## config.mk

```make
export PLATFORM = sky130hd
export DESIGN_NAME = mmm_systolic_sequencer
export DESIGN_NICKNAME = d
export VERILOG_FILES = /design/src/rtl/mmm_systolic_sequencer.sv
export SDC_FILE = /design/constraint.sdc
export NUM_CORES = 1
export LEC_CHECK = 0
export BUFFER_PORTS_ARGS = -buffer_cell sky130_fd_sc_hd__buf_4
export CAP_MARGIN = 20
export CELL_PAD_IN_SITES_DETAIL_PLACEMENT = 0
export CELL_PAD_IN_SITES_GLOBAL_PLACEMENT = 2
export CORE_MARGIN = 3
export CORE_UTILIZATION = 31
export DETAILED_ROUTE_END_ITERATION = 10
export GPL_TIMING_DRIVEN = 0
export PLACE_DENSITY = 0.75
export SETUP_SLACK_MARGIN = 0.3
export SYNTH_ARGS = -nofsm -noshare
export SYNTH_HDL_FRONTEND = slang
export SYNTH_SLANG_ARGS = --single-unit
```

## constraint.sdc

```tcl
create_clock -name clk -period 1.85 [get_ports clk]
set_clock_uncertainty 0.1 [all_clocks]
set_input_delay 0.0925 -clock clk [delete_from_list [all_inputs] [get_ports clk]]
set_output_delay 0.0925 -clock clk [all_outputs]
set_load 0.01 [all_outputs]
```

## src/rtl/mmm_systolic_sequencer.sv

```systemverilog
// mmm_systolic_sequencer
//   Control sequencer for the bit-serial systolic Montgomery multiplier array.
//   It latches operand A and clears the PE partial-result registers. It then
//   feeds A to the array LSB first, one bit per cycle, and flushes the
//   pipeline for DRAIN cycles. Finally it pulses done / result_capture.
//
// Ports
//   clk, rst_n      clock (rising edge), async active-low reset
//   start           run request, honoured only in IDLE
//   abort           synchronous cancel of any in-flight run
//   a_in[WIDTH]     operand A, latched on the accepted start edge
//   busy            CLEAR / ITER / DRAIN
//   done            one-cycle completion pulse
//   result_capture  load strobe for the result register (== done)
//   pe_clear        clear PE partial results (CLEAR only)
//   pe_en           PE register enable (ITER and DRAIN)
//   a_valid         ai_bit carries an A bit (ITER only)
//   ai_bit          current A bit, 0 outside ITER
//   iter_cnt[CNT_W] cycle index across ITER+DRAIN, 0 elsewhere
//
// All outputs decode from registered state only. There is no path from
// start, abort or a_in to an output.
module mmm_systolic_sequencer #(
  parameter  int WIDTH = 8,
  parameter  int DRAIN = 2,
  localparam int CNT_W = $clog2(WIDTH + DRAIN + 1)
) (
  input  logic             clk,
  input  logic             rst_n,
  input  logic             start,
  input  logic             abort,
  input  logic [WIDTH-1:0] a_in,
  output logic             busy,
  output logic             done,
  output logic             result_capture,
  output logic             pe_clear,
  output logic             pe_en,
  output logic             a_valid,
  output logic             ai_bit,
  output logic [CNT_W-1:0] iter_cnt
);

  typedef enum logic [2:0] {S_IDLE, S_CLEAR, S_ITER, S_DRAIN, S_DONE} state_t;

  localparam logic [CNT_W-1:0] LAST_A = CNT_W'(WIDTH - 1);
  localparam logic [CNT_W-1:0] LAST_D = CNT_W'(WIDTH + DRAIN - 1);
  localparam logic [CNT_W-1:0] ONE    = CNT_W'(1);

  state_t           state;
  logic [WIDTH-1:0] a_sh;
  logic [CNT_W-1:0] cnt;

  always_ff @(posedge clk or negedge rst_n) begin
    if (!rst_n) begin
      state <= S_IDLE;
      a_sh  <= '0;
      cnt   <= '0;
    end else if (abort && state != S_IDLE) begin
      state <= S_IDLE;
      a_sh  <= '0;
      cnt   <= '0;
    end else begin
      case (state)
        S_IDLE: begin
          if (start && !abort) begin
            a_sh  <= a_in;
            state <= S_CLEAR;
          end
        end
        S_CLEAR: begin
          cnt   <= '0;
          state <= S_ITER;
        end
        S_ITER: begin
          // Shift with zero fill, so a_sh is already clear when ITER ends.
          a_sh <= {1'b0, a_sh[WIDTH-1:1]};
          if (cnt == LAST_A) begin
            if (DRAIN > 0) begin
              cnt   <= cnt + ONE;
              state <= S_DRAIN;
            end else begin
              cnt   <= '0;
              state <= S_DONE;
            end
          end else begin
            cnt <= cnt + ONE;
          end
        end
        S_DRAIN: begin
          if (cnt == LAST_D) begin
            cnt   <= '0;
            state <= S_DONE;
          end else begin
            cnt <= cnt + ONE;
          end
        end
        S_DONE:  state <= S_IDLE;
        default: begin
          state <= S_IDLE;
          a_sh  <= '0;
          cnt   <= '0;
        end
      endcase
    end
  end

  assign busy           = (state == S_CLEAR) || (state == S_ITER) || (state == S_DRAIN);
  assign done           = (state == S_DONE);
  assign result_capture = done;
  assign pe_clear       = (state == S_CLEAR);
  assign pe_en          = (state == S_ITER) || (state == S_DRAIN);
  assign a_valid        = (state == S_ITER);
  assign ai_bit         = a_valid & a_sh[0];
  // cnt is held at 0 outside ITER/DRAIN, so it can be exported directly.
  assign iter_cnt       = cnt;

endmodule

```

==> results by group <==
Status
  – Status: complete, no violations

GRT
  – First-pass GRT wire length: roughly 3500 um
  – Largest net degree at the start of global routing: 16
  – GRT Total Usage: 0.132
  – Vias in the first global route: roughly 750
  – Initial antenna violation count: 0
  – Grt total ovfl: 0

Setup path
  – WP data required: approximately 1900 ps
  – Beginning of the critical path: state[0]
  – Crit path DAT: between 1500 and 2000 ps
  – Worst Setup Start Kind: flop
  – Worst setup path category: flop to flop
  – Critical-path maximum fanout: 7
  – RR Startpoint: state[0]
  – Crit path capture type: flop

Synth
  – Post-synth top area cell: dfrtp_1
  – Async set or reset register ratio after synthesis: 1.00
  – Synth Area in XOR/XNOR: 0
  – Yosys top cell area share: 0.435
  – Yosys cell types: 32
  – Mapped Nets: approximately 90
  – Top-count cell post-synth: dfrtp_1
  – Combinational family with the most area after synthesis: simple AND/OR/NAND/NOR gates
  – Multiplexer share of the synthesized area: 0.103
  – Syn avg cell area: roughly 11 um^2
  – Cell area after synthesis: 863 um^2
  – Number of flops mapped to enable cells by yosys: 0
  – Post-synthesis compound-gate area fraction: 0.174
  – Adder-Cell Fraction of Synth Area: 0.0290
  – Ys Warns: 0
  – Synth Area in Simple Gates: 0.196
  – Yosys reg bits: 15
  – Main area contributors after synthesis: dfrtp_1 43%, mux2_2 9.1%, a22o_1 7.1%, nor4b_2 3.5%, ha_1 2.9%
  – Seq/Total Area, Yosys: 0.435
  – Synthesized instance count: 78
  – Top FF cell, synth: dfrtp_1
  – Top cells by count, synth: 15 x dfrtp_1, 7 x a22o_1, 7 x mux2_2

Routing
  – Iter 0 DRT Violations: 25
  – Metal3 WL: roughly 58 um
  – Max layer used: met4
  – Vias per inst: 5.02
  – Via count: 748
  – Final WL: approximately 2000 um
  – Post-DRT Antenna Nets: 0
  – Drc violations: 0
  – Routed length per instance: approximately 13 um
  – Met2 routed WL: between 900 and 1000 um
  – M1 WL: 923 um
  – Initial DRT Pass Iterations: 4

STA
  – Relative slew slack: 0.787
  – Crit path time final: ~1600 ps
  – TNS Setup: 0 ps
  – Final setup vio count: 0
  – Final worst path period share: 0.861
  – Fin Hold WS: roughly 55 ps
  – Slew Limit Fails: 0
  – Final Hold Fails: 0
  – RSZ-0062 raised after global routing: true
  – Worst-Margin Slew: around 320 ps
  – Final worst-path setup slack: approximately 260 ps
  – Max Freq: 628 MHz

Placed design
  – Setup WS pre-CTS: 52.7 ps
  – GP Congestion: ~0.66
  – PortBufs: 22
  – Detailed placement HPWL: 1320 um

Power
  – Pwr Total: 0.908 mW
  – Pleak: 0.630 nW
  – PD cells: slightly below 700 nW/um^2
  – Peak supply drop: about 0.00045 V

Min path
  – Hold Crit Start: a_in[4]
  – Hold crit path type: input port to flop

Final layout
  – Nets: between 100 and 150
  – Final Util: 0.515
  – Layout cell share with drive strength beyond 1: 0.538
  – N_diodes: 0
  – Area growth, synth to finish: 53.0%

Floorplanning
  – Area of the die: about 3500 um^2
  – Placeable Area: about 2600 um^2
  – Initial Util: 0.336
  – Die Y-Extent: between 50 and 60 um
  – Site Rows: 18
  – IO Count: 23
  – Die Width: approximately 60 um

CTS
  – Sink Count: 15
  – TritonCTS clock tree: built
  – Root Buffer: clkbuf_4
  – H-tree levels: 1
  – Num CTS Buffers: 3
  – Clk slew on worst S/H paths: around 100 ps
  – Longest Clk Path Bufs: 2
  – Skew-Pair Late Insertion Delay: 280 ps

Flow run
  – Max Cap Viol: 0
-- flip-flops by register name (all words and copies together), names as in the netlist --
register	cells
state	3
iter_cnt	4
a_sh	8
-- worst paths after layout --
path,to,slack [ps],cells after the start
worst max-delay path,a_sh[1],260,5
worst max register to register,a_sh[1],260,5
min in group asynchronous,iter_cnt[3],90,2
max in group asynchronous,state[2],1360,2
worst min-delay path,a_sh[4],60,3
worst min register to register,a_sh[2],420,1
-- routing by layer --
metal | vias up | GRT usage
li1 | 372 | -
met1 | 364 | 0.165
met4 | 0 | 0.0194
met3 | 2 | 0.0417
met5 | - | 0
met2 | 10 | 0.226
-- power breakdown --
part | leakage, nW | internal (mW) | switching, mW
clock network | 0.0177 | 0.0802 | 0.111
logic | 0.421 | 0.177 | 0.122
registers | 0.191 | 0.383 | 0.0342
-- layout make-up --
type	instances	area, um^2
Inverter	5	18.8
Clock buffer	3	22.5
Tap cell	30	37.5
Clock inverter	1	5.00
Buffer	5	48.8
Multi-Input combinational cell	53	517
Fill cell	253	1250
Sequential cell	15	378
Timing Repair Buffer	37	294
-- placed cells by master (no fill, tap or decap), types with 2 or more instances in the layout --
cell,count
dlygate4sd3_1,3
nand3_1,2
buf_6,6
mux2_4,5
dfrtp_1,13
buf_4,31
nor4b_4,2
o21ai_0,2
inv_1,5
nand2_1,6
mux2_2,2
a22o_1,7
nor3b_2,2
dfrtp_2,2
ha_1,2
clkbuf_4,4
-- timing repair --
item                                    CTS  global route
resized for setup                        21             6
setup buffers                             9             2
hold buffers                              3             0
pin swaps                                 6             3
endpoints found under the setup margin   12            15
hold endpoints to repair                 17             0
cloned                                    1             0
-- worst max-delay path: stages (launching register included) --
cell and delay, ps:
dfrtp_1 380, buf_6 140, nor3b_4 160, a211oi_4 210, buf_6 160, mux2_2 320
-- per-stage QoR --
| stage | area (um^2) | instances |
|---|---|---|
| floorplan | 863 | 78 |
| global placement | 1070 | 130 |
| detailed placement | 1070 | 130 |
| CTS | 1280 | 147 |
| global route | 1320 | 149 |
| finish | 1320 | 149 |
-- cell families after synthesis --
group / Yosys count
simple gates: 25
compound gates: 18
flops: 15
buf+inv: 10
mux: 8
fa+ha+maj: 2
Note: power is estimated with default switching activity, not from simulation.
